[config.mk]
export PLATFORM = sky130hd
export DESIGN_NAME = muldiv_unit
export DESIGN_NICKNAME = d
export VERILOG_FILES = /design/src/rtl/muldiv_unit.sv
export SDC_FILE = /design/constraint.sdc
export NUM_CORES = 2
export LEC_CHECK = 0
export CAP_MARGIN = 20
export CORE_ASPECT_RATIO = 1.5
export CORE_UTILIZATION = 55
export CTS_CLUSTER_DIAMETER = 150
export DETAILED_ROUTE_END_ITERATION = 10
export PLACE_DENSITY = 0.75
export SYNTH_ARGS = -nofsm -noshare
export SYNTH_HDL_FRONTEND = slang
export SYNTH_SLANG_ARGS = --single-unit
[constraint.sdc]
create_clock -name clk -period 4.9 [get_ports clk]
set_input_delay 0.49 -clock clk [delete_from_list [all_inputs] [get_ports clk]]
set_output_delay 0.49 -clock clk [all_outputs]
set_load 0.1 [all_outputs]
[src/rtl/muldiv_unit.sv]
// muldiv_unit: iterative 64-bit multiply / divide unit.
//   Multiply: radix-2 shift-add, one step per cycle, 128-bit product.
//   Divide:   restoring shift-subtract, one step per cycle.
//   Signed operands are reduced to magnitudes on accept; the sign fix-up is
//   applied on the CALC->DONE edge.
//
// Ports
//   clk, rst                 clock, asynchronous active-low reset
//   muldiv_rs1_data_i/_sign  operand A (multiplicand / dividend) and its sign flag
//   muldiv_rs2_data_i/_sign  operand B (multiplier / divisor) and its sign flag
//   muldiv_mul_en_i          1 = multiply, 0 = divide
//   muldiv_req_valid_i       request level, held until done
//   flush_i                  abort; back to IDLE with no done pulse
//   muldiv_busy_o            operation in flight (combinational in IDLE)
//   muldiv_done_o            one-cycle result-valid pulse
//   muldiv_data_1_o/_2_o     product lo/hi, or quotient/remainder
//
// Configuration
//   MULDIV_ZERO_SKIP_EN  when defined, a multiply finishes as soon as the
//                        remaining multiplier bits are all zero.
module muldiv_unit (
  input  logic        clk,
  input  logic        rst,
  input  logic [63:0] muldiv_rs1_data_i,
  input  logic [63:0] muldiv_rs2_data_i,
  input  logic        muldiv_rs1_sign_i,
  input  logic        muldiv_rs2_sign_i,
  input  logic        muldiv_mul_en_i,
  input  logic        muldiv_req_valid_i,
  input  logic        flush_i,
  output logic        muldiv_busy_o,
  output logic        muldiv_done_o,
  output logic [63:0] muldiv_data_1_o,
  output logic [63:0] muldiv_data_2_o
);

  typedef enum logic [1:0] {IDLE, CALC, DONE} state_e;

  state_e         state_q, state_d;
  logic [6:0]     cnt_q, cnt_d;
  logic           mul_q, mul_d;
  logic           a_neg_q, a_neg_d;
  logic           b_neg_q, b_neg_d;
  // acc: product accumulator (mul) or partial remainder in [63:0] (div)
  // sh:  shifted multiplicand (mul) or dividend/quotient in [63:0] (div)
  // opb: remaining multiplier bits (mul) or divisor magnitude (div)
  logic [127:0]   acc_q, acc_d;
  logic [127:0]   sh_q, sh_d;
  logic [63:0]    opb_q, opb_d;
  logic [63:0]    data_1_q, data_1_d;
  logic [63:0]    data_2_q, data_2_d;

  // operand decode on the request inputs
  logic        a_neg, b_neg, div0, ovf;
  logic [63:0] a_mag, b_mag;

  assign a_neg = muldiv_rs1_sign_i & muldiv_rs1_data_i[63];
  assign b_neg = muldiv_rs2_sign_i & muldiv_rs2_data_i[63];
  assign a_mag = a_neg ? (~muldiv_rs1_data_i + 64'd1) : muldiv_rs1_data_i;
  assign b_mag = b_neg ? (~muldiv_rs2_data_i + 64'd1) : muldiv_rs2_data_i;
  assign div0  = (muldiv_rs2_data_i == 64'd0);
  assign ovf   = muldiv_rs1_sign_i & muldiv_rs2_sign_i &
                 (muldiv_rs1_data_i == 64'h8000_0000_0000_0000) &
                 (muldiv_rs2_data_i == 64'hFFFF_FFFF_FFFF_FFFF);

  // datapath for one iteration
  logic [127:0] mul_sum;
  logic [64:0]  rem_sh;
  logic         div_ge;
  logic [63:0]  rem_sub;
  logic [127:0] prod_fix;
  logic [63:0]  quo_fix, rem_fix;
  logic         calc_last;

  assign mul_sum = acc_q + (opb_q[0] ? sh_q : 128'd0);
  assign rem_sh  = {acc_q[63:0], sh_q[63]};
  assign div_ge  = (rem_sh >= {1'b0, opb_q});
  // when div_ge holds the true difference is below the divisor, so 64 bits suffice
  assign rem_sub = rem_sh[63:0] - opb_q;

  assign prod_fix = (a_neg_q ^ b_neg_q) ? (~acc_q + 128'd1) : acc_q;
  assign quo_fix  = (a_neg_q ^ b_neg_q) ? (~sh_q[63:0] + 64'd1) : sh_q[63:0];
  assign rem_fix  = a_neg_q ? (~acc_q[63:0] + 64'd1) : acc_q[63:0];

`ifdef MULDIV_ZERO_SKIP_EN
  assign calc_last = (cnt_q == 7'd64) | (mul_q & (opb_q == 64'd0));
`else
  assign calc_last = (cnt_q == 7'd64);
`endif

  always_comb begin
    state_d  = state_q;
    cnt_d    = cnt_q;
    mul_d    = mul_q;
    a_neg_d  = a_neg_q;
    b_neg_d  = b_neg_q;
    acc_d    = acc_q;
    sh_d     = sh_q;
    opb_d    = opb_q;
    data_1_d = data_1_q;
    data_2_d = data_2_q;

    if (flush_i) begin
      state_d = IDLE;
      cnt_d   = 7'd0;
    end else begin
      case (state_q)
        IDLE: begin
          if (muldiv_req_valid_i) begin
            mul_d   = muldiv_mul_en_i;
            a_neg_d = a_neg;
            b_neg_d = b_neg;
            cnt_d   = 7'd0;
            acc_d   = 128'd0;
            sh_d    = {64'd0, a_mag};
            opb_d   = b_mag;
            if (!muldiv_mul_en_i && div0) begin
              data_1_d = 64'hFFFF_FFFF_FFFF_FFFF;
              data_2_d = muldiv_rs1_data_i;
              state_d  = DONE;
            end else if (!muldiv_mul_en_i && ovf) begin
              data_1_d = muldiv_rs1_data_i;
              data_2_d = 64'd0;
              state_d  = DONE;
            end else begin
              state_d = CALC;
            end
          end
        end
        CALC: begin
          if (calc_last) begin
            state_d = DONE;
            if (mul_q) begin
              data_1_d = prod_fix[63:0];
              data_2_d = prod_fix[127:64];
            end else begin
              data_1_d = quo_fix;
              data_2_d = rem_fix;
            end
          end else begin
            cnt_d = cnt_q + 7'd1;
            if (mul_q) begin
              acc_d = mul_sum;
              sh_d  = {sh_q[126:0], 1'b0};
              opb_d = {1'b0, opb_q[63:1]};
            end else begin
              acc_d = {64'd0, div_ge ? rem_sub : rem_sh[63:0]};
              sh_d  = {64'd0, sh_q[62:0], div_ge};
            end
          end
        end
        // the requester advances during DONE, so never re-accept here
        DONE:    state_d = IDLE;
        default: state_d = IDLE;
      endcase
    end
  end

  always_ff @(posedge clk or negedge rst) begin
    if (!rst) begin
      state_q  <= IDLE;
      cnt_q    <= 7'd0;
      mul_q    <= 1'b0;
      a_neg_q  <= 1'b0;
      b_neg_q  <= 1'b0;
      acc_q    <= 128'd0;
      sh_q     <= 128'd0;
      opb_q    <= 64'd0;
      data_1_q <= 64'd0;
      data_2_q <= 64'd0;
    end else begin
      state_q  <= state_d;
      cnt_q    <= cnt_d;
      mul_q    <= mul_d;
      a_neg_q  <= a_neg_d;
      b_neg_q  <= b_neg_d;
      acc_q    <= acc_d;
      sh_q     <= sh_d;
      opb_q    <= opb_d;
      data_1_q <= data_1_d;
      data_2_q <= data_2_d;
    end
  end

  assign muldiv_busy_o   = (state_q == CALC) | ((state_q == IDLE) & muldiv_req_valid_i);
  assign muldiv_done_o   = (state_q == DONE);
  assign muldiv_data_1_o = data_1_q;
  assign muldiv_data_2_o = data_2_q;

endmodule

======== Word-level counts from Yosys, hierarchy flattened ========
Index checks and enable logic that the tools add are counted.
word-level totals
  bits in registers ....................... 460
  input bits .............................. 135
  output and inout bits ................... 130
  word-level logic and storage cells ...... 100
operators by class
  $add $sub $neg .......................... 8
  $lt $le $gt $ge ......................... 1
  equal/unequal tests ..................... 13
  mux-type cells .......................... 41
  bitwise logic cells ..................... 14
  reduce and logical (&&, ||, !) cells .... 13
operator list
  cell                       number
  $mux W64                   18
  $mux W128                  8
  $pmux W128 S2              2
  $pmux W64 S2               3
  $add A64 B1 Y64 const B    4
  $not A64 Y64               4
  $add A128 B1 Y128 const B  1
  $add A128 B128 Y128        1
  $eq A64 B64 Y1 const B     2
  $not A128 Y128             1
  $ge A65 B64 Y1             1
  $logic_not A64 Y1          1
  $sub A64 B64 Y64           1
  $mux W7                    3
  $pmux W7 S2                1
  $ne A3 B3 Y1 const B       4
  $mux W2                    5
  $reduce_and A5 Y1          2
  $ne A2 B2 Y1 const B       4
  $add A7 B1 Y7 const B      1
  $eq A7 B7 Y1 const B       1
  $and A1 B1 Y1              6
  $reduce_and A3 Y1          2
  $pmux W2 S2                1
  12 further kinds           13

======== Logic depth before layout (Yosys ltp) ========
  word-level depth ........................ 9
  gate-level depth with buffers ........... 17
  gate-level depth less buffers ........... 15

======== Worst setup path before layout ========
OpenSTA, ideal clock, no wires.
  kind .................................... register to register
  start point ............................. register opb_q[0]
  end point ............................... register acc_q[82]
  library setup time ...................... 122 ps
  arrival time ............................ 3,975 ps
  data required time ...................... 4,778 ps
  slack ................................... 803 ps
  cell stages (with the launch flop) ...... 18
  buffers on the path ..................... 2
  period minus slack after synthesis ...... 4,097 ps
  path through ............................ dfrtp_1 > clkbuf_1 > clkbuf_1 > and2_1 > ha_1 > inv_1 > fa_1 > nand2b_1 > a21oi_1 > o21ai_0 > o221ai_1 > o211ai_1 > a31o_2 > a21oi_1 > o211ai_1 > a2111oi_0 > o21ai_0 > a32o_1
between the ends
  word-level cells in the longest chain between the ends .. 5
RTL lines
  element                 line  source
  start, declared         49    logic [63:0] opb_q, opb_d;
  start signal, assigned  179   opb_q <= opb_d;
  $mux W128               75    assign mul_sum = acc_q + (opb_q[0] ? sh_q : 128'd0);
  $add A128 B128 Y128     75
  $mux W128               142   if (mul_q) begin
  $mux W128               131   if (calc_last) begin
  $pmux W128 S2           107   case (state_q)
  end signal, assigned    166   acc_q <= 128'd0;
  end signal, assigned    177   acc_q <= acc_d;
  end, declared           47    logic [127:0] acc_q, acc_d;
Every way passes these cells. The select of a mux whose other input is x is not followed.
A chain may end at the register's enable or synchronous reset.

======== Worst setup path in the final report ========
  start point ............................. register opb_q[0]
  end point ............................... register acc_q[123]
The elaborated chain is that of the path after synthesis.

==> summary.txt <==
Synth
  – Top-count cell post-synth: nand2_1
  – Top-area cell type share of the netlist area: 0.2686
  – Synthesized area per cell: ~7.4 µm²
  – Yosys reg bits: 460
  – Cell taking the most area after synthesis: dfrtp_1
  – Synthesized cell area: between 40000 and 50000 µm²
  – Top_reg_cell synth: dfrtp_1
  – Sequential fraction of the synthesis area: 0.2686
  – Synth Net Count: between 6000 and 7000
  – Post-Syn Instances: 5787
  – Ys async rst share: 1.000
  – Post-synth EDFFs: 0
  – Top cells by area, synth: dfrtp_1 27%, a21oi_1 7.1%, o21ai_0 6.5%
  – Netlist cell types: slightly below 90
  – Ys Warns: 0
  – Commonest cells in the netlist: 704 x nand2_1, 610 x a21oi_1, 556 x o21ai_0, 532 x nor2_1, 460 x dfrtp_1

Placed design
  – DPL Wire Length: approximately 160000 µm
  – DP Cell Count: slightly below 7000
  – Placer's final routability congestion estimate: roughly 1.1
  – Setup Slack @ Placement: -0.1359 ns
  – PortBufs: 264

Global route
  – Pin count of the biggest net entering global routing: ~180
  – Via count of the first global-routing pass: around 46000
  – Wire length of the first global-routing pass: around 290000 µm
  – Global route overflow: 0
  – Global Route Usage Sum: 0.5024
  – Antenna violations before repair: 12

Job
  – Max-cap violations: 0

STA
  – Hold_ws: a little under 0.5 ns
  – Final critical-path share of the clock period: 0.9675
  – Final setup vio count: 0
  – Worst-margin pin slew: approximately 1.1 ns
  – Fin Clk Skew: approximately 0.035 ns
  – RSZ-0062 raised after global routing: no
  – Post-route minimum period: ~4.7 ns
  – Max-slew headroom at the worst pin: 0.2360
  – Final Max Slew Viols: 0
  – Achievable clock frequency: approximately 0.21 GHz
  – Final hold violation count: 0
  – PnR worst setup slack: roughly 0.16 ns

Die
  – Die Span X: around 230 µm
  – Effective utilization at floorplan: 0.5546
  – Die Area: a little under 80000 µm²
  – Io pins: roughly 270
  – Core box area: 77260 µm²
  – Site Rows: between 100 and 150
  – Die Height: ~340 µm

Drt
  – Post-Route WL: approximately 200000 µm
  – DR vias: between 40000 and 50000
  – Initial DRC count: 5437
  – Residual DRC count: 0
  – Routed WL per cell: just under 30 µm
  – Vias per cell: roughly 6.8
  – DR pass1 iterations: 7
  – Post-route ant nets: 0

Setup path
  – Data required, critical path: about 5.5 ns
  – Slowest cell on crit path: dfrtp_2
  – CP Class: register to register
  – Largest delay share family, worst path: compound AO/OA/AOI/OAI gates
  – Worst reg2reg setup slack: ~0.16 ns
  – Crit start category: register
  – CP endpoint: acc_q[123]$_DFFE_PN0P_
  – WP depth: 14
  – CP arrival: 5.29 ns
  – Crit path max fanout: 54
  – Most frequent CP cell: nand2_1
  – R2r endpoint: acc_q[123]$_DFFE_PN0P_
  – Cell count of the worst reg-to-reg path: 14
  – Kind of end point of the critical path: register
  – Worst reg2reg path startpoint: opb_q[0]$_DFFE_PN0P_
  – Crit-path max cell delay: ~0.47 ns
  – Critical path launch point: opb_q[0]$_DFFE_PN0P_
  – WP buf/inv: 1
  – Worst path cell trace: buf_12 -> and2_2 -> ha_1 -> nand2_1 -> o21bai_1 -> a211o_1 -> a211oi_1 -> o21ai_0 -> a21oi_1 -> nand2b_1 -> a31o_2 -> o311ai_0 -> mux2i_1 -> nand2_1

Clock tree
  – Clock edge transition at the registers on the reported setup and hold paths: around 0.070 ns
  – Clock latency on the worst-skew pair: 0.67 ns
  – H-tree levels: 2
  – Postcts setup bufs: 0
  – Total CTS buffers: 48
  – CTS tree: built
  – Clock Path Buffers: 3
  – Clk sink count: between 400 and 500
  – Cell chosen for the clock root: clkbuf_16

Layout
  – Fraction of layout cells with a size suffix above 1: 0.07285
  – Non-filler instance count after layout: between 7000 and 8000
  – Area delta synth->final: 15.30%
  – Nets: ~6300

Power
  – PwrDens: between 500 and 600 nW/µm²
  – Pleak: between 20 and 25 nW
  – Worst vdd rail ir drop: 0.0004720 V

Worst hold path
  – HP Class: primary input to async pin

Run status
  – Status: finished, final reports clean
## final cells by class
type                       count  area [µm²]
clock buffer                  61        1280
clock inverter                28       536.8
fill                        6978       27860
multi-input combinational   4742       29180
timing repair buffer         546        4946
tap                         1016        1271
sequential                   460       11520
inverter                     175       658.1
antenna                        5       12.51
## power breakdown
| part | internal [W] | leakage, nW | switching [W] |
|---|---|---|---|
| clock network | 0.00261 | 0.881 | 0.00180 |
| logic | 0.00428 | 14.6 | 0.0105 |
| registers | 0.00461 | 6.03 | 0.00110 |
| total | 0.0115 | 21.5 | 0.0134 |
## sequential cells by signal, indices dropped and copies added, names as in the netlist
signal,count
acc_q,128
sh_q,128
muldiv_data_1_o,64
muldiv_data_2_o,64
opb_q,64
cnt_q,7
state_q,2
a_neg_q,1
b_neg_q,1
mul_q,1
## per-layer routing
| metal | track usage | vias up | wire (µm) |
|---|---|---|---|
| li1 | - | 21180 | - |
| met1 | 0.4920 | 22520 | 63530 |
| met2 | 0.8267 | 2997 | 93140 |
| met3 | 0.1420 | 1283 | 19570 |
| met4 | 0.5321 | 14 | 27080 |
| met5 | 0 | - | 106 |
## worst min path at each step
stage | slack (ns) | to | cells past startpoint
after floorplan | 0.19 | a_neg_q$_DFFE_PN0P_ | 0
after global placement | 0.45 | muldiv_data_1_o[2]$_DFFE_PN0P_ | 2
after detailed placement | 0.46 | muldiv_data_1_o[5]$_DFFE_PN0P_ | 2
after CTS | 0.49 | muldiv_data_2_o[49]$_DFFE_PN0P_ | 2
after global routing | 0.50 | muldiv_data_2_o[30]$_DFFE_PN0P_ | 2
final | 0.48 | opb_q[56]$_DFFE_PN0P_ | 2
## worst reg2reg max path, stage by stage (launching register included)
cell	delay (ns)
dfrtp_2	0.47
buf_12	0.24
and2_2	0.41
ha_1	0.39
nand2_1	0.26
o21bai_1	0.38
a211o_1	0.45
a211oi_1	0.19
o21ai_0	0.26
a21oi_1	0.26
nand2b_1	0.20
a31o_2	0.36
o311ai_0	0.46
mux2i_1	0.24
nand2_1	0.07
## placed cells by master (no fill, tap or decap), drive strengths merged, types with 24 or more instances in the layout
cell           Yosys  layout
nor4              47      47
nor3             131     131
mux2i             33      33
o221ai            24      24
a31oi             54      54
dfrtp            460     460
or3               82      82
a211oi            50      50
inv              174     179
o21a              31      31
nand2            704     704
nor2             532     532
xor2             223     223
buf               70     282
or4               35      35
a21o             122     122
ha               199     199
a221oi            47      47
and3              35      35
clkbuf           340      61
a22o              94      94
nand4            121     121
clkdlybuf4s50      0     263
o22ai             45      45
nand3             62      62
xnor2            289     289
o21bai            66      66
o21ai            566     566
or2               30      30
nand2b            36      36
a21oi            610     610
o41ai             28      28
and2             148     148
o211ai            36      36
o31ai             77      77
## per-stage QoR
step	utilization	setup TNS [ns]	total power, W	instance area [µm²]
after floorplan	-	0	0.01487	42850
after global placement	0.6153	-0.5948	0.01972	47540
after detailed placement	0.6153	-1.132	0.01984	47540
after CTS	0.6390	0	0.02426	49370
after global routing	0.6393	0	0.02566	49390
final	0.6395	0	0.02486	49410
## cells by family after synthesis
family / Yosys count / share of synthesized area
mux: 37 / 0.009022
buf+inv: 585 / 0.05285
fa+ha+maj: 201 / 0.05904
compound gates: 1977 / 0.2853
simple gates: 2015 / 0.2205
xor+xnor: 512 / 0.1046
flops: 460 / 0.2686
## timing repair
item	4_1_cts	5_1_grt
hold endpoints to repair	94	0
gates resized for setup	0	4
hold buffers	1	0
setup endpoints to repair	0	6
No activity file was read; power rests on OpenSTA's default activity.
